[src/rtl/seg_display_sequencer.sv]
// Shows an 8-bit binary result on one 7-segment display: serial double-dabble conversion,
// then hundreds/tens/ones one digit at a time with blanks between them, leading zeros dropped.
module seg_display_sequencer #(
  parameter int unsigned DWELL = 10_000_000,
  parameter int unsigned GAP   = 2_000_000,
  parameter int unsigned CNT_W = 24
) (
  input  logic       clk,
  input  logic       reset,
  input  logic [7:0] value,
  input  logic       load,
  output logic [6:0] seg,
  output logic       dp,
  output logic [1:0] digit_idx,
  output logic       busy
);

  typedef enum logic [2:0] {StIdle, StConvert, StShow, StGap, StFrameGap} state_e;

  localparam logic [CNT_W-1:0] DwellLd = CNT_W'(DWELL - 1);
  localparam logic [CNT_W-1:0] GapLd   = CNT_W'(GAP - 1);
  localparam logic [CNT_W-1:0] FrameLd = CNT_W'(2 * GAP - 1);

  state_e           state_q;
  logic [7:0]       shift_q, pend_val_q;
  logic [11:0]      bcd_q, bcd_adj, bcd_step;
  logic [2:0]       bit_cnt_q;
  logic             pend_q;
  logic [1:0]       digit_q, nxt_digit, first_step, first_cur;
  logic [CNT_W-1:0] cnt_q;
  logic [6:0]       seg_q;
  logic             dp_q, busy_q;
  logic [1:0]       idx_q;

  function automatic logic [6:0] seg_enc(input logic [3:0] d);
    unique case (d)
      4'd0:    return 7'h3F;
      4'd1:    return 7'h06;
      4'd2:    return 7'h5B;
      4'd3:    return 7'h4F;
      4'd4:    return 7'h66;
      4'd5:    return 7'h6D;
      4'd6:    return 7'h7D;
      4'd7:    return 7'h07;
      4'd8:    return 7'h7F;
      4'd9:    return 7'h6F;
      default: return 7'h00;
    endcase
  endfunction

  function automatic logic [3:0] nibble(input logic [11:0] b, input logic [1:0] i);
    return b[4*i +: 4];
  endfunction

  // Index of the most significant non-zero digit; ones is always shown.
  function automatic logic [1:0] first_digit(input logic [11:0] b);
    if (b[11:8] != 4'd0) return 2'd2;
    if (b[7:4] != 4'd0) return 2'd1;
    return 2'd0;
  endfunction

  always_comb begin
    bcd_adj = bcd_q;
    for (int n = 0; n < 3; n++) begin
      if (bcd_q[4*n +: 4] >= 4'd5) bcd_adj[4*n +: 4] = bcd_q[4*n +: 4] + 4'd3;
    end
    bcd_step   = {bcd_adj[10:0], shift_q[7]};
    first_step = first_digit(bcd_step);
    first_cur  = first_digit(bcd_q);
    nxt_digit  = digit_q - 2'd1;
  end

  always_ff @(posedge clk) begin
    if (reset) begin
      state_q    <= StIdle;
      shift_q    <= '0;
      pend_val_q <= '0;
      bcd_q      <= '0;
      bit_cnt_q  <= '0;
      pend_q     <= 1'b0;
      digit_q    <= '0;
      cnt_q      <= '0;
      seg_q      <= '0;
      dp_q       <= 1'b0;
      idx_q      <= 2'd3;
      busy_q     <= 1'b0;
    end else if (load && state_q != StConvert) begin
      state_q   <= StConvert;
      shift_q   <= value;
      bcd_q     <= '0;
      bit_cnt_q <= '0;
      pend_q    <= 1'b0;
      busy_q    <= 1'b1;
      seg_q     <= '0;
      dp_q      <= 1'b0;
      idx_q     <= 2'd3;
    end else begin
      unique case (state_q)
        StIdle: ;
        StConvert: begin
          shift_q   <= {shift_q[6:0], 1'b0};
          bcd_q     <= bcd_step;
          bit_cnt_q <= bit_cnt_q + 3'd1;
          if (load) begin
            pend_q     <= 1'b1;
            pend_val_q <= value;
          end
          if (bit_cnt_q == 3'd7) begin
            if (pend_q || load) begin
              // A newer value arrived mid-conversion: drop this result and convert again.
              shift_q   <= load ? value : pend_val_q;
              bcd_q     <= '0;
              bit_cnt_q <= '0;
              pend_q    <= 1'b0;
            end else begin
              state_q <= StShow;
              busy_q  <= 1'b0;
              digit_q <= first_step;
              seg_q   <= seg_enc(nibble(bcd_step, first_step));
              dp_q    <= (first_step == 2'd0);
              idx_q   <= first_step;
              cnt_q   <= DwellLd;
            end
          end
        end
        StShow: begin
          if (cnt_q == '0) begin
            state_q <= (digit_q == 2'd0) ? StFrameGap : StGap;
            cnt_q   <= (digit_q == 2'd0) ? FrameLd : GapLd;
            seg_q   <= '0;
            dp_q    <= 1'b0;
            idx_q   <= 2'd3;
          end else begin
            cnt_q <= cnt_q - 1'b1;
          end
        end
        StGap: begin
          if (cnt_q == '0) begin
            state_q <= StShow;
            digit_q <= nxt_digit;
            seg_q   <= seg_enc(nibble(bcd_q, nxt_digit));
            dp_q    <= (nxt_digit == 2'd0);
            idx_q   <= nxt_digit;
            cnt_q   <= DwellLd;
          end else begin
            cnt_q <= cnt_q - 1'b1;
          end
        end
        StFrameGap: begin
          if (cnt_q == '0) begin
            state_q <= StShow;
            digit_q <= first_cur;
            seg_q   <= seg_enc(nibble(bcd_q, first_cur));
            dp_q    <= (first_cur == 2'd0);
            idx_q   <= first_cur;
            cnt_q   <= DwellLd;
          end else begin
            cnt_q <= cnt_q - 1'b1;
          end
        end
        default: state_q <= StIdle;
      endcase
    end
  end

  assign seg       = seg_q;
  assign dp        = dp_q;
  assign digit_idx = idx_q;
  assign busy      = busy_q;

endmodule

[config.mk]
export PLATFORM = sky130hd
export DESIGN_NAME = seg_display_sequencer
export DESIGN_NICKNAME = d
export VERILOG_FILES = /design/src/rtl/seg_display_sequencer.sv
export SDC_FILE = /design/constraint.sdc
export NUM_CORES = 1
export LEC_CHECK = 0
export CORE_ASPECT_RATIO = 1.2
export CORE_MARGIN = 2
export CORE_UTILIZATION = 47
export CTS_BUF_LIST = sky130_fd_sc_hd__clkbuf_2 sky130_fd_sc_hd__clkbuf_4 sky130_fd_sc_hd__clkbuf_8
export DETAILED_ROUTE_END_ITERATION = 6
export GPL_ROUTABILITY_DRIVEN = 0
export HOLD_SLACK_MARGIN = 0.06
export PLACE_DENSITY_LB_ADDON = 0.05
export SYNTH_ARGS = -nofsm -noshare
export SYNTH_HDL_FRONTEND = slang
export SYNTH_SLANG_ARGS = --single-unit
export TNS_END_PERCENT = 50
[constraint.sdc]
create_clock -name clk -period 7.4 [get_ports clk]
set_input_delay 1.85 -clock clk [delete_from_list [all_inputs] [get_ports clk]]
set_output_delay 1.85 -clock clk [all_outputs]
set_load 0.02 [all_outputs]
### Word level (Yosys, flattened, before mapping)

Memory sizes are Yosys's and may differ from the RTL's.
Index checks and enable logic that the tools add are counted.

| word-level totals | value |
|---|---|
| register bits after elaboration | 72 |
| bits in read-only memories | 336 |
| bits of input ports | 11 |
| output and inout port bits | 11 |
| logic and storage cells | 139 |
| memories kept | 3 |

Memory list:

| memory | words | bits a word | read ports | clocked after Yosys merged registers in | wr ports | line | text |
|---|---|---|---|---|---|---|---|
| (no name shown) | 16 | 7 | 1 | 0 | 0 | 36 | `unique case (d)` |
| (no name shown) | 16 | 7 | 1 | 0 | 0 | 36 |  |
| (no name shown) | 16 | 7 | 1 | 0 | 0 | 36 |  |

| operators by class | value |
|---|---|
| add/sub/neg operators | 6 |
| magnitude comparators | 3 |
| equal/unequal tests | 18 |
| shift operators | 3 |
| muxes and demuxes | 65 |
| bitwise gates (word level) | 2 |
| reductions and logical operators | 26 |

Operators by type and width:

| kind | count |
|---|---|
| $mux 24 | 4 |
| $pmux 24 s3 | 1 |
| $mux 8 | 5 |
| $shiftx 12x5->4 | 3 |
| $mux 7 | 5 |
| $pmux 7 s4 | 1 |
| $mux 2 | 13 |
| $logic_not 24->1 | 1 |
| $mux 12 | 2 |
| $mux 3 | 8 |
| $sub 24x1->24 const B | 1 |
| $mux 22 | 1 |
| $reduce_bool 4->1 | 5 |
| $mux 1 | 19 |
| $ne 2x2->1 const B | 7 |
| $ge 4x3->1 const B | 3 |
| $pmux 3 s4 | 1 |
| $reduce_and 6->1 | 2 |
| $reduce_and 5->1 | 2 |
| $ne 3x3->1 const B | 3 |
| $add 4x2->4 const B | 2 |
| $logic_not 2->1 | 4 |
| $mux 4 | 2 |
| $pmux 2 s4 | 1 |
| other kinds (20) | 27 |

### Logic depth before layout (Yosys ltp)

Gate-level depths: netlist (run 1).
An unclocked memory read counts as a cell.

| logic depth | value |
|---|---|
| depth after elaboration | 12 |
| gate-level depth with buffers | 14 |
| depth with buffers taken out | 13 |

### Worst setup path before layout (run 1)

OpenSTA, ideal clock, no wires.

| timing | value |
|---|---|
| kind | input to register |
| from | input load |
| to | register cnt_q[21] |
| setup time | 0.070 ns |
| arrival time | 2.973 ns |
| required time | 7.330 ns |
| slack | 4.357 ns |
| cell stages on the path | 6 |
| buffers on the path | 0 |
| cell sequence | nor2_1 -> a21oi_1 -> nor2_1 -> o31a_1 -> o21ai_0 -> a21oi_1 |

| between the ends | value |
|---|---|
| word-level cells in the longest chain between the ends | 3 |
| elaborated cells on any way between the ends | 5 |
| classes of those cells | 1 x eq/ne; 1 x bitwise; 3 x reduce/logical |

Ends and longest elaborated chain:

| what | line | text |
|---|---|---|
| start, declared | 11 | `input logic load,` |
| $logic_or 1x1->1 or $logic_and 1x1->1 (tied branches) | 109, 87 |  |
| $ne 2x2->1 (no source line) or $not 1->1 (tied branches) | - |  |
| $reduce_and 4->1 (no source line) (*) | - |  |
| end signal, assigned | 122 | `cnt_q <= DwellLd;` |
| end signal, assigned | 129 | `cnt_q <= (digit_q == 2'd0) ? FrameLd : GapLd;` |
| end signal, assigned | 134 | `cnt_q <= cnt_q - 1'b1;` |
| end, declared | 30 | `logic [CNT_W-1:0] cnt_q;` |

Every way passes the cells marked *; elsewhere a longest branch is shown, timed or not.
A chain may end at the register's enable or synchronous reset.

### Worst setup path after layout (run 1)

| timing | value |
|---|---|
| from | input load |
| to | register shift_q[5] |

| between the ends | value |
|---|---|
| word-level cells in the longest chain between the ends | 5 |
| elaborated cells on any way between the ends | 8 |
| classes of those cells | 5 x mux; 3 x reduce/logical |

Ends and longest elaborated chain:

| what | line | text |
|---|---|---|
| $mux 8 or $logic_or 1x1->1 (tied branches) | - |  |
| $mux 8 | 109 | `if (pend_q \|\| load) begin` |
| $mux 8 | 108 | `if (bit_cnt_q == 3'd7) begin` |
| $mux 8 | 98 | `unique case (state_q)` |
| $mux 8 | 87 | `end else if (load && state_q != StConvert) begin` |
| end signal, assigned | 89 | `shift_q <= value;` |
| end signal, assigned | 101 | `shift_q <= {shift_q[6:0], 1'b0};` |
| end signal, assigned | 111 | `shift_q <= load ? value : pend_val_q;` |
| end, declared | 25 | `logic [7:0] shift_q, pend_val_q;` |

Several ways; a longest one is shown, not always the timed one. The select of a mux whose other input is x is not followed.

==> results of run 1 <==
power groups by stage:
stage                     sequential [uW]  clock, uW  combinational (uW)
final                                 400        322                56.8
after global routing                  401        347                63.6
after CTS                             400        330                57.0
after detailed placement              409          0                56.8
after global placement                409          0                55.5
after floorplan                       406          0                41.0
per-stage QoR:
step           utilization, %  hold WS (ps)
2_1_floorplan               -         431.5
3_3_place_gp            51.27         443.3
3_5_place_dp            51.27         447.1
4_1_cts                 53.31         458.5
5_1_grt                 53.31         479.6
6_report                53.31         459.8
cell usage in the layout (no fill, tap or decap), drive strengths merged, types with 5 or more instances in the layout:
cell	count
o21ai	41
o31ai	5
nand2b	13
ha	28
or3	8
nor3b	15
clkdlybuf4s50	21
a21oi	82
nor2b	7
dfxtp	72
a211oi	11
nand3	25
inv	28
a311oi	6
nor4	6
clkbuf	12
nor2	69
nor3	18
a21o	5
a22oi	10
xnor2	6
a31oi	8
mux2i	12
nand2	70
sequential cells by signal (all words and copies together), names as in the netlist:
signal / cells
cnt_q: 24
bcd_q: 12
pend_val_q: 8
shift_q: 8
seg: 7
bit_cnt_q: 3
state_q: 3
digit_idx: 2
digit_q: 2
busy: 1
dp: 1
pend_q: 1
critical path: stages:
cell	delay [ps]
clkdlybuf4s50_1	810
o21ai_0	1180
nand2_1	530
nand3_1	220
o21ai_0	110
a21oi_1	170
nor2_1	50
cells by family (layout without fill, tap and decap cells):
| group | after synthesis | after routing |
|---|---|---|
| compound gates | 198 | 198 |
| mux | 12 | 12 |
| buf+inv | 60 | 66 |
| xor+xnor | 8 | 8 |
| flops | 72 | 72 |
| fa+ha+maj | 28 | 28 |
| simple gates | 247 | 247 |
cell type report:
type | count | share of cell area [%]
Sequential cell | 72 | 28.27
Tap cell | 123 | 3.018
Timing Repair Buffer | 23 | 4.417
Clock buffer | 12 | 2.994
Inverter | 28 | 2.061
Clock inverter | 3 | 0.8344
Multi-Input combinational cell | 493 | 58.40
metal layers:
metal  track usage (%)  part of all wire, %  vias up
met2             40.90                   50       81
met5                 0                    0        -
met4             10.34                  2.3        0
met1             28.62                   44     2106
met3             3.795                  3.3       20
li1                  -                    -     2244
path summary, 6_finish.rpt:
kind | startpoint | end | slack, ps | cells past startpoint
max | load | shift_q[5]$_SDFFE_PP0P_ | 2710 | 7
min | pend_val_q[0]$_SDFFE_PP0P_ | pend_val_q[0]$_SDFFE_PP0P_ | 460 | 2
max reg2reg | bcd_q[4]$_SDFFE_PP0P_ | seg[0]$_SDFFE_PP0P_ | 3960 | 11
min reg2reg | pend_val_q[0]$_SDFFE_PP0P_ | pend_val_q[0]$_SDFFE_PP0P_ | 460 | 2
==> impl_metrics.ini, run 1 <==
[cts]
cts_hold_buffers = 0
clk_pin_slew_ps = 80
cts_sinks = 72
root_buffer = clkbuf_8
cts_tree = built
postCtsResizedCells = 0
clock_latency_ps = 360
clock_path_buffers = 2
post-cts-setup-buffer-count = 0
numCtsBuffers = 9
cts.htree.levels = 3

[finish]
final_area_mm2 = 0.005099
antenna_cells = 0
final_nets = 666
multi_input_area_mm2 = 0.002978
area_growth_syn_to_layout_pct = 9.396
final_cells = 754
ff_latch_area_mm2 = 0.001441
nFillCells = 996
drive_above_1_share_pct = 5.071

[yosys]
ys_types = 58
synth_area_leaders = dfxtp_1 31%, a21oi_1 8.6%, ha_1 7.5%
synth-xor-area-share_pct = 1.503
synth_flop_cell = dfxtp_1
synthSimpleGateAreaFrac_pct = 25.74
synth-seq-area-share_pct = 30.93
synthAdderAreaFrac_pct = 7.517
synth-compound-area-share_pct = 26.55
async_reset_ff_share_pct = 0
synth_edf_count = 0
synth_top_family_by_area = compound AO/OA/AOI/OAI gates
muxShareOfSynthArea_pct = 2.577
netlist_area_mm2 = 0.004661
syn_nets = 664
synth_top_area_share_pct = 30.93
ys_ff_latch = 72
yosys.area.top_type = dfxtp_1
syn-instance-count = 625
synth_warnings = 0
synth.most_common_cell = a21oi_1
postSynthAreaPerCell_um2 = 7.457
yosys-top-cells-count = 80 x a21oi_1, 72 x dfxtp_1, 70 x nand2_1

[pwr]
p_int_uw = 584.6
finalPower_uw = 778.9
p_leak_uw = 0.001949
p_switching_uw = 194.3
comb_power_share_pct = 7.3
max-vdd-ir-drop_v = 0.0001090
power_frac_clock_pct = 41.3
power_frac_seq_pct = 51.4
p_per_area_mw_per_mm2 = 152.8
switching_share_pct = 24.95

[timing]
worstMarginPinSlew_ps = 1257
slew_headroom_pct = 15.34
fmax_ghz = 0.2131
rsz0062_at_grt = false
skew_ps = 9.476
final-hold-violation-count = 0
drv_slew = 0
min_period_over_period_pct = 63.40
setup_ws_ps = 2708
fin_tns_setup_ps = 0
setup_viol = 0
period_needed_ps = 4692

[placed_design]
dp_hpwl_mm = 8.814
io_buffers = 21
dp_cells = 739
preCtsSetupSlack_ps = 2357
post_dp_cell_area_mm2 = 0.004903

[global_routing]
grt_pass1_vias = 4226
grt_usage_pct = 23.65
grt-ovfl-total = 0
grt_max_degree = 48
grt_pass1_wl_mm = 20.29
antenna_found_initial = 0

[flow_run]
drv_cap = 0

[hold_path]
hold_path.class = flop to flop

[floorplanning]
ioPinCount = 22
row_count = 39
dieArea_mm2 = 0.01073
start_util_pct = 48.73
die_h_um = 113.1
die_w_um = 94.91
core_mm2 = 0.009564

[route]
vias = 4451
avgRoutedWirePerCell_um = 16.12
drc = 0
drtIter0Drc = 228
ant_nets = 0
vias_per_cell = 5.903
drtPass1Iterations = 5
wl_mm = 12.16

[critical_path]
arrival_ps = 4930
worstSetupPathType = input port to flop
startpoint_type = input port
end_kind = flop
cp.required_ps = 7630
crit_path_max_fanout = 25

[outcome]
status = finished, final reports clean
Power figures use the tool's default switching activity.
==> run 2, diff against run 1 <==
==> constraint.sdc (replaced) <==
create_clock -name clk -period 4.8 [get_ports clk]
set_input_delay 1.2 -clock clk [delete_from_list [all_inputs] [get_ports clk]]
set_output_delay 1.2 -clock clk [all_outputs]
set_load 0.02 [all_outputs]
==> run 2 against run 1 <==
  * Sequential power increased by 54%
  * Global-route usage increased by 0.39 points
  * Via count grew 0.18%
  * Non-clock buffer count is 2 higher
  * Cell count grew 0.40%
  * Register-to-register slack got worse by 2500 ps
  * Sequential cell count is the same
  * Power grew 55%
  * Sequential share of layout area decreased by 0.090 points
  * Clock power up 57%
  * First-iteration DRC count is 22% lower
  * Die area stayed put
  * Critical endpoint is now cnt_q[21]$_SDFFE_PP0P_
==> impl_metrics.ini, run 2 (same netlist as run 1, synthesis figures left out) <==
[cts]
post-cts-setup-buffer-count = 0
cts_sinks = 72
clock_latency_ps = 360
clk_pin_slew_ps = 80
cts_tree = built
clock_path_buffers = 2
numCtsBuffers = 9
postCtsResizedCells = 0
root_buffer = clkbuf_8
cts_hold_buffers = 0
cts.htree.levels = 3

[route]
drtPass1Iterations = 4
vias = 4459
wl_mm = 12.14
drc = 0
ant_nets = 0
vias_per_cell = 5.890
drtIter0Drc = 178
avgRoutedWirePerCell_um = 16.03

[critical_path]
worstSetupPathType = input port to flop
startpoint_type = input port
crit_path_max_fanout = 25
arrival_ps = 3690
worstPathCellList = clkdlybuf4s50_1 -> nor2_1 -> a21oi_1 -> nor2_1 -> o31a_1 -> o21ai_0 -> a21oi_1
end_kind = flop
cp.required_ps = 5090
cp_slowest_cell = clkdlybuf4s50_1
worst_path_largest_cell_delay_ps = 820

[placed_design]
preCtsSetupSlack_ps = 1023
io_buffers = 21
dp_hpwl_mm = 8.726

[floorplanning]
core_mm2 = 0.009564
row_count = 39
dieArea_mm2 = 0.01073
start_util_pct = 48.73
ioPinCount = 22
die_h_um = 113.1
die_w_um = 94.91

[outcome]
status = finished, final reports clean

[timing]
setup_viol = 0
slew_headroom_pct = 42.61
skew_ps = 5.192
rsz0062_at_grt = false
drv_slew = 0
worstMarginPinSlew_ps = 857.7
period_needed_ps = 3394
min_period_over_period_pct = 70.70
final-hold-violation-count = 0
fmax_ghz = 0.2947
setup_ws_ps = 1406
fin_tns_setup_ps = 0

[finish]
largest_reg_flops = 24
reg.largest.list = cnt_q: 24 flops, bcd_q: 12 flops
layout_common_cells = 80 x a21oi_1, 72 x dfxtp_1, 70 x nand2_1, 69 x nor2_1, 37 x o21ai_0
area_growth_syn_to_layout_pct = 9.745
final_common_cell = a21oi_1
drive_above_1_share_pct = 5.521
antenna_cells = 0
max_flop_register = cnt_q
final_nets = 668
nFillCells = 966

[pwr]
max-vdd-ir-drop_v = 0.0001632
p_per_area_mw_per_mm2 = 236.1
p_leak_uw = 0.001963

[global_routing]
grt-ovfl-total = 0
grt_max_degree = 43
grt_usage_pct = 24.04
grt_pass1_wl_mm = 20.60
antenna_found_initial = 0
grt_pass1_vias = 4332

[flow_run]
drv_cap = 0

[hold_path]
hold_path.class = flop to flop
[run 2: changes by cell type in the layout (fill, tap and decap cells not counted)]
cell        change
clkinv_2        +3
buf_4           +2
clkbuf_4        -2
clkinv_4        +1
clkinvlp_4      -1
[run 2: worst paths after layout]
check                                           startpoint                         end  slack (ps)  depth (start not counted)
worst max register to register       bcd_q[4]$_SDFFE_PP0P_         seg[0]$_SDFFE_PP0P_        1420                         11
worst min register to register  pend_val_q[5]$_SDFFE_PP0P_  pend_val_q[5]$_SDFFE_PP0P_         460                          2
worst max-delay path                                  load      cnt_q[21]$_SDFFE_PP0P_        1410                          7
worst min-delay path            pend_val_q[5]$_SDFFE_PP0P_  pend_val_q[5]$_SDFFE_PP0P_         460                          2
[run 2: area by class of cell]
type,count,area (um^2),area share (%)
tap,123,153.9,3.009
clock buffer,10,137.6,2.691
inverter,28,105.1,2.055
multi-input combinational,493,2978,58.22
timing repair buffer,25,240.2,4.697
sequential,72,1441,28.18
clock inverter,6,58.81,1.150
[run 2: through the flow]
stage	instance area (um^2)	util, %	cells	total power (uW)	hold slack, ps
after global routing	5115	53.48	757	1259	480.9
after global placement	4918	51.43	741	715.9	443.1
after detailed placement	4918	51.43	741	717.5	445.8
final	5115	53.48	757	1208	457.3
after CTS	5115	53.48	757	1215	458.0
after floorplan	4661	-	625	689.1	431.5
[run 2: where the power goes]
part / switching [uW] / total [uW] / internal (uW)
logic: 56.4 / 88.1 / 31.7
clock network: 252 / 504 / 252
registers: 8.88 / 616 / 607
total: 318 / 1210 / 890
[run 2: worst max-delay path, delay by kind of cell]
| kind | cells | cell delay, ps |
|---|---|---|
| compound gates | 4 | 590 |
| simple gates | 2 | 1080 |
| buf+inv | 1 | 820 |
[run 2: routing by layer]
layer	part of all wire (%)	global-route usage [%]
met2	49	40.43
met5	0	0
met1	45	29.82
met3	3.4	4.660
met4	2.7	10.05
==> run 3, diff against run 2 <==
==> constraint.sdc (replaced) <==
create_clock -name clk -period 2.8 [get_ports clk]
set_input_delay 0.7 -clock clk [delete_from_list [all_inputs] [get_ports clk]]
set_output_delay 0.7 -clock clk [all_outputs]
set_load 0.02 [all_outputs]
==> run 3 against run 2 <==
  * Count of clock-buffer cells in the layout is 1 higher
  * Register-to-register slack worse by 1400 ps
  * Sequential share of layout area is 2.3 points lower
  * Core utilization is 4.8 points higher
  * Die area unchanged
  * Clock power up 72%
  * Combinational power increased by 100%
  * Clock skew is 8.6 ps higher
  * Setup slack got worse by 1300 ps
  * Global-route usage is 0.33 points higher
  * Critical path type is now flop to flop
  * Critical endpoint is now seg[0]$_SDFFE_PP0P_
==> impl_metrics.ini, run 3 (same netlist as run 1, synthesis figures left out) <==
[route]
ant_nets = 0
wl_mm = 12.74
vias_per_cell = 5.799
avgRoutedWirePerCell_um = 15.79
drtPass1Iterations = 7
drtIter0Drc = 210
drc = 0
vias = 4680

[finish]
antenna_cells = 0
ff_latch_area_mm2 = 0.001444
max_flop_register = cnt_q
multi_input_area_mm2 = 0.003054
drive_above_1_share_pct = 15.50
largest_reg_flops = 24
reg.largest.list = cnt_q: 24 flops, bcd_q: 12 flops
final_area_mm2 = 0.005574
final_common_cell = a21oi_1
final_nets = 718
nFillCells = 943
area_growth_syn_to_layout_pct = 19.60
final_cells = 807
layout_common_cells = 75 x a21oi_1, 70 x dfxtp_1, 69 x nor2_1, 69 x nand2_1, 54 x buf_4

[timing]
setup_ws_ps = 64.05
skew_ps = 13.75
period_needed_ps = 2736
setup_viol = 0
min_period_over_period_pct = 97.71
fmax_ghz = 0.3655
final-hold-violation-count = 0
rsz0062_at_grt = true
slew_headroom_pct = 54.79
drv_slew = 0
worstMarginPinSlew_ps = 675.6

[pwr]
max-vdd-ir-drop_v = 0.0002569
p_int_uw = 1557
power_frac_seq_pct = 50.1
comb_power_share_pct = 8.5
p_leak_uw = 0.002243
switching_share_pct = 25.72
power_frac_clock_pct = 41.3
p_per_area_mw_per_mm2 = 375.9
p_switching_uw = 538.9

[cts]
cts_tree = built
numCtsBuffers = 9
root_buffer = clkbuf_8
clk_pin_slew_ps = 90
clock_latency_ps = 360
cts.htree.levels = 3
clock_path_buffers = 2
cts_hold_buffers = 0
cts_sinks = 72

[global_routing]
antenna_found_initial = 0
grt_pass1_wl_mm = 20.91
grt-ovfl-total = 0
grt_usage_pct = 24.37
grt_max_degree = 27
grt_pass1_vias = 4302

[floorplanning]
ioPinCount = 22
row_count = 39
start_util_pct = 48.73
die_w_um = 94.91
die_h_um = 113.1
dieArea_mm2 = 0.01073
core_mm2 = 0.009564

[critical_path]
end_kind = flop
arrival_ps = 3040
crit_path_max_fanout = 4
worstSetupPathType = flop to flop
cp.required_ps = 3100
startpoint_type = flop

[placed_design]
dp_hpwl_mm = 9.295
dp_cells = 786
preCtsSetupSlack_ps = 32.43
post_dp_cell_area_mm2 = 0.005264
io_buffers = 21

[flow_run]
drv_cap = 0

[outcome]
status = finished, final reports clean

[hold_path]
hold_path.class = flop to flop
==> run 3: critical path, stage by stage, from the launching register on <==
cell and delay (ps):
dfxtp_2 340, inv_2 50, ha_1 200, nor2b_1 150, o21ai_2 190, mux2i_2 330
and3_4 230, a21boi_1 90, o21a_2 270, ha_4 160, or4_1 520, a31oi_1 160
==> run 3: power by group through the flow <==
stage | combinational [uW] | sequential (uW) | clock (uW)
5_1_grt | 198 | 1050 | 935
3_5_place_dp | 176 | 1070 | 0
3_3_place_gp | 173 | 1070 | 0
6_report | 178 | 1050 | 866
2_1_floorplan | 108 | 1070 | 0
4_1_cts | 176 | 1050 | 881
==> run 3: layer usage <==
layer	global-route usage, %	share of wire, %	vias to the layer above	wire length, um
met5	0	0	-	0
li1	-	-	2343	-
met2	42.27	51	111	6521
met4	7.536	1.7	0	212
met3	3.728	3.8	23	483
met1	30.83	43	2203	5521
==> run 3: per-stage QoR <==
step | TNS, ps | util, % | total power [uW] | hold slack, ps
5_1_grt | -403.8 | 58.28 | 2187 | 478.3
3_5_place_dp | 0 | 55.04 | 1251 | 445.6
2_1_floorplan | 0 | - | 1181 | 431.5
3_3_place_gp | 0 | 55.04 | 1248 | 438.4
4_1_cts | 0 | 57.14 | 2108 | 456.5
6_report | 0 | 58.28 | 2095 | 457.2
==> run 3: repair_timing <==
item / 4_1_cts / 5_1_grt
endpoints found under the setup margin: 0 / 23
setup buffers: 0 / 5
gates resized for setup: 0 / 21
==> run 3: final timing paths <==
| check | start | end | slack, ps | cells after the start |
|---|---|---|---|---|
| setup / recovery | bcd_q[4]$_SDFFE_PP0P_ | seg[0]$_SDFFE_PP0P_ | 60 | 11 |
| hold / removal | pend_val_q[7]$_SDFFE_PP0P_ | pend_val_q[7]$_SDFFE_PP0P_ | 460 | 2 |
| setup reg to reg | bcd_q[4]$_SDFFE_PP0P_ | seg[0]$_SDFFE_PP0P_ | 60 | 11 |
| hold reg to reg | pend_val_q[7]$_SDFFE_PP0P_ | pend_val_q[7]$_SDFFE_PP0P_ | 460 | 2 |
==> run 3: layout make-up <==
class | count | area share, %
multi-input combinational | 493 | 54.79
sequential | 72 | 25.90
timing repair buffer | 75 | 11.04
tap | 123 | 2.761
clock buffer | 11 | 2.604
inverter | 28 | 1.886
clock inverter | 5 | 1.010
==> patch 1 (flow settings as in run 2) <==
Add an input register stage for `value` and `load`, cleared by the reset; this delays them by one clock.
--- a/src/rtl/seg_display_sequencer.sv
+++ b/src/rtl/seg_display_sequencer.sv
@@ -20,6 +20,19 @@
   localparam logic [CNT_W-1:0] DwellLd = CNT_W'(DWELL - 1);
   localparam logic [CNT_W-1:0] GapLd   = CNT_W'(GAP - 1);
   localparam logic [CNT_W-1:0] FrameLd = CNT_W'(2 * GAP - 1);
+
+  logic [7:0] value_q;
+  logic load_q;
+
+  always_ff @(posedge clk) begin
+    if (reset) begin
+      value_q <= '0;
+      load_q  <= '0;
+    end else begin
+      value_q <= value;
+      load_q  <= load;
+    end
+  end
 
   state_e           state_q;
   logic [7:0]       shift_q, pend_val_q;
@@ -84,9 +97,9 @@
       dp_q       <= 1'b0;
       idx_q      <= 2'd3;
       busy_q     <= 1'b0;
-    end else if (load && state_q != StConvert) begin
+    end else if (load_q && state_q != StConvert) begin
       state_q   <= StConvert;
-      shift_q   <= value;
+      shift_q   <= value_q;
       bcd_q     <= '0;
       bit_cnt_q <= '0;
       pend_q    <= 1'b0;
@@ -101,14 +114,14 @@
           shift_q   <= {shift_q[6:0], 1'b0};
           bcd_q     <= bcd_step;
           bit_cnt_q <= bit_cnt_q + 3'd1;
-          if (load) begin
+          if (load_q) begin
             pend_q     <= 1'b1;
-            pend_val_q <= value;
+            pend_val_q <= value_q;
           end
           if (bit_cnt_q == 3'd7) begin
-            if (pend_q || load) begin
+            if (pend_q || load_q) begin
               // A newer value arrived mid-conversion: drop this result and convert again.
-              shift_q   <= load ? value : pend_val_q;
+              shift_q   <= load_q ? value_q : pend_val_q;
               bcd_q     <= '0;
               bit_cnt_q <= '0;
               pend_q    <= 1'b0;
Check against the original RTL: not equivalent (a bounded check fails within 4 cycles, from zero or initial values and one cycle with reset high).
==> patch 1 against run 2 <==
Power up 3.2%; hold slack worse by 1.9 ps; combinational power down 32%; clock skew is 1.8 ps higher; synthesized area up 4.4%; worst setup slack gained 230 ps; sequential power rose by 12%; cell area grew 4.2%; sequential cell count grew 9; count of clock-buffer cells in the layout stayed put; sequential share of layout area grew 2.2 points; global-route usage is 1.0 points lower; routed wire length rose by 4.4%; via count up 4.5%; critical endpoint is now seg[2]; largest cell class unchanged; highest routed layer unchanged.
==> patch 1: results <==
{
  "worst_pin_slew_ps": 1066,
  "routed_wl_um": 12670,
  "ys.flop_type": "dfxtp_1",
  "worstHoldStart": "seg[1]",
  "num_vias": 4660,
  "drt_iter0_drc": 270,
  "drive_gt1_share_pct": 4.762,
  "dp.cells": 762,
  "grt_use_total_pct": 23.02,
  "peakVddDrop_mv": 0.1376,
  "min_path_type": "reg2reg",
  "r2r_start": "digit_q[0]",
  "p_sw_mw": 0.2935,
  "cts.reportedPaths.clkPinSlew_ps": 80,
  "grt_pass1_wl_um": 21220,
  "r2r_setup_slack_ps": 1640,
  "fillers": 977,
  "final_nets": 686,
  "finClkSkew_ps": 6.966,
  "arrival_ps": 3420,
  "synth-seq-area-share_pct": 33.32,
  "cts.path.max_buffers": 2,
  "antenna_found_initial": 0,
  "r2r_end": "seg[2]",
  "synth_cell_type_count": 64,
  "num_antenna_cells": 0,
  "postSynthAreaPerCell_um2": 7.617,
  "postCtsSetupBuffers": 0,
  "min_path_cells": 2,
  "synth-async-reset-ratio_pct": 0,
  "synth.area.top_cells": "dfxtp_1, ha_1, a21oi_1, nand2_1, nor2_1",
  "firstDrtPassIters": 5,
  "cts_buffers": 9,
  "rr_worst_depth": 10,
  "insertion_delay_ps": 350,
  "hold_end": "seg[1]",
  "synth_fp_nets": 678,
  "h-tree-depth": 3,
  "fin_cells": 777,
  "yosysWarnings": 0,
  "hpwl_um": 9069,
  "grt_pass1_vias": 4382,
  "synthTopCellsByCount": "dfxtp_1, nand2_1, nor2_1",
  "leakage_nw": 2.102,
  "outcome": "complete, no violations",
  "cts.repair.resized": 0,
  "grt_max_degree": 55,
  "worstPathMaxFanout": 10,
  "largest_registers": "cnt_q (24), bcd_q (12)",
  "cts_root_buffer": "clkbuf_8",
  "io_buffers": 21
}
==> patch 1: cell types whose count changed in the layout (fill, tap and decap cells not counted), moves of 4 or more <==
cell      change
and3_1        +7
inv_1         -6
nand2b_1      -5
a21oi_1      -15
nor2b_1      +10
nor3b_1       -9
or3_1         +4
dfxtp_1       +9
nor2_1        +6
nand2_1      +11
o21bai_1      -4
nand3_1       -4
==> patch 1: through the flow <==
stage,instance area [um2],util [%],worst slack (ps),hold WS [ps],power [mW]
2_1_floorplan,4867,-,2126,431.9,0.7416
3_3_place_gp,5135,51.04,1806,440.7,0.7637
3_5_place_dp,5135,51.04,1752,441.7,0.7644
4_1_cts,5329,52.97,1725,459.2,1.261
5_1_grt,5329,52.97,1355,477.7,1.299
6_report,5329,52.97,1636,455.4,1.246
==> patch 1: area by class of cell <==
class | instances | area [um2] | area share (%)
Tap cell | 126 | 157.7 | 2.958
Multi-Input combinational cell | 506 | 3034 | 56.94
Inverter | 25 | 93.84 | 1.761
Clock buffer | 10 | 137.6 | 2.583
Timing Repair Buffer | 24 | 227.7 | 4.273
Clock inverter | 5 | 56.30 | 1.057
Sequential cell | 81 | 1622 | 30.43
==> patch 1: worst max path at each step <==
stage / end / depth (start not counted) / from
after detailed placement: seg[3] / 12 / bcd_q[4]
after CTS: seg[2] / 10 / digit_q[0]
after global placement: seg[2] / 10 / digit_q[0]
after global routing: seg[2] / 10 / digit_q[0]
after floorplan: seg[3] / 12 / bcd_q[4]
final: seg[2] / 10 / digit_q[0]
==> patch 1: cells by family (layout without fill, tap and decap cells) <==
kind of cell	Yosys count	count (layout)	share of synthesized area [%]
buffers and inverters	52	64	4.344
and+or+nand+nor	268	268	26.71
adders and majority gates	28	28	7.198
xor gates and xnor gates	6	6	1.080
DFF	81	81	33.32
muxes	9	9	1.851
AOI/OAI and AO/OA	195	195	25.50
==> patch 1: layer usage <==
metal	wire (um)	up-vias	GRT usage (%)
met5	0	-	0
met4	307	0	9.859
met1	5727	2196	29.79
li1	-	2316	-
met2	6076	126	38.52
met3	563	22	3.619
==> patch 1: power by group through the flow <==
stage	logic, mW	clock network [mW]	registers [mW]
after global routing	0.0674	0.542	0.690
final	0.0600	0.498	0.688
after CTS	0.0606	0.512	0.688
after detailed placement	0.0604	0	0.704
after global placement	0.0597	0	0.704
after floorplan	0.0407	0	0.701
==> patch 1: worst max-delay path, cell delays in order (launching register included) <==
cell      delay, ps
dfxtp_1         500
inv_1           160
ha_1            540
mux2i_1         240
nor2_1           50
a31oi_1         430
o21ai_0         360
a31oi_1         250
a211oi_1         80
a41o_1          270
o31ai_1         180
==> patch 2 (config.mk and constraints of run 2) <==
Without the edit above. Change the parameter `CNT_W` from 24 to 48.
--- a/src/rtl/seg_display_sequencer.sv
+++ b/src/rtl/seg_display_sequencer.sv
@@ -3,7 +3,7 @@
 module seg_display_sequencer #(
   parameter int unsigned DWELL = 10_000_000,
   parameter int unsigned GAP   = 2_000_000,
-  parameter int unsigned CNT_W = 24
+  parameter int unsigned CNT_W = 48
 ) (
   input  logic       clk,
   input  logic       reset,
Function: no difference found for any inputs over 10 cycles, from zero or initial values and one cycle with reset high; that may be too few to reach the edited logic, so the function may still have changed.
==> patch 2 against run 2 <==
Synthesized area increased by 24%; global-route usage decreased by 1.6 points; largest power group unchanged; cell area increased by 23%; utilization decreased by 1.4 points; maximum frequency decreased by 2.5%; critical path depth increased by 3; power increased by 17%; routed wire length increased by 19%; sequential cell count increased by 24; hold slack improved by 4.3 ps; worst setup slack got worse by 89 ps; first-iteration DRC count increased by 57%.
==> patch 2: results <==
{
  "outcome": "complete, no violations",
  "synth_cell_type_count": 65,
  "cp-startpoint": "bcd_q[4]",
  "cts_root_buffer": "clkbuf_8",
  "rr_worst_depth": 10,
  "finClkSkew_ps": 7.744,
  "routed_wl_um": 14460,
  "dp.cells": 906,
  "routedWlPerCell_um": 15.69,
  "synthTopCellsByCount": "nor2_1, dfxtp_1, nand2_1",
  "global_route.usage.met1_pct": 27.40,
  "num_vias": 5254,
  "cts.path.max_buffers": 2,
  "synth_top_area_share_pct": 33.28,
  "synth.area.top_cells": "dfxtp_1, nor2_1, ha_1, a21oi_1, nand2_1",
  "drive_gt1_share_pct": 5.256,
  "slew-limit-headroom_pct": 33.58,
  "synth-seq-area-share_pct": 33.28,
  "hpwl_um": 10730,
  "dr_wl_met2_um": 7448,
  "largest_registers": "cnt_q (48), bcd_q (12)",
  "finalSetupTns_ps": 0,
  "met3WireLength_um": 336,
  "routed.top_layer": "met4",
  "fillers": 1173,
  "grt_pass1_vias": 5039,
  "grt.overflow.total": 0,
  "worstPathMaxFanout": 10,
  "grt_pass1_wl_um": 24270,
  "leakage_nw": 2.370,
  "max_stage_delay_ps": 740,
  "peakVddDrop_mv": 0.1362,
  "grt_use_total_pct": 22.41,
  "arrival_ps": 3750,
  "firstDrtPassIters": 5,
  "drt_iter0_drc": 279,
  "r2r_setup_slack_ps": 1320,
  "r2r_end": "seg[6]",
  "cts.reportedPaths.clkPinSlew_ps": 100,
  "num_antenna_cells": 0,
  "synth_fp_nets": 791,
  "grt_max_degree": 34,
  "drt-met1-wl_um": 6382,
  "crit_type": "reg2reg",
  "grtUsageMet3_pct": 3.128,
  "cp_slowest_cell": "o21bai_1",
  "final_nets": 796,
  "postSynthAreaPerCell_um2": 7.690,
  "h-tree-depth": 3,
  "met2_usage_pct": 39.92
}
patch 2: logic make-up (layout without fill, tap and decap cells):
logic type / after synthesis / after routing / share of synthesized area (%)
xor gates and xnor gates: 31 / 31 / 4.701
AOI/OAI and AO/OA: 203 / 203 / 22.18
and+or+nand+nor: 314 / 314 / 26.62
DFF: 96 / 96 / 33.28
adders and majority gates: 29 / 29 / 6.283
buffers and inverters: 65 / 75 / 4.658
muxes: 13 / 13 / 2.275
patch 2: final cells by class:
class	instances	area [um2]	share of cell area, %
multi-input combinational	590	3588	57.11
sequential	96	1922	30.59
timing repair buffer	30	277.8	4.421
tap	161	201.4	3.206
clock buffer	11	145.1	2.310
inverter	29	108.9	1.732
clock inverter	5	40.04	0.6372
patch 2: where the power goes:
part           total [mW]  internal (mW)  switching, mW
registers           0.814          0.806        0.00791
clock network       0.505          0.212          0.293
logic              0.0905         0.0314         0.0591
patch 2: stage by stage:
| step | setup WS [ps] | total power, mW | hold WS (ps) | instance area [um2] | utilization [%] |
|---|---|---|---|---|---|
| after CTS | 1344 | 1.427 | 460.5 | 6284 | 52.12 |
| after global routing | 1007 | 1.469 | 488.6 | 6284 | 52.12 |
| after detailed placement | 1379 | 0.9227 | 446.2 | 6098 | 50.58 |
| after floorplan | 1855 | 0.8924 | 431.5 | 5776 | - |
| after global placement | 1401 | 0.9214 | 448.5 | 6098 | 50.58 |
| final | 1318 | 1.409 | 461.6 | 6284 | 52.12 |
patch 2: critical path: cells and delay by family (launching register included):
kind                       cells  cell delay (ps)
and+or+nand+nor                1              170
buffers and inverters          1              120
AOI/OAI and AO/OA              5             1570
muxes                          2              800
DFF                            1              430
adders and majority gates      1              290
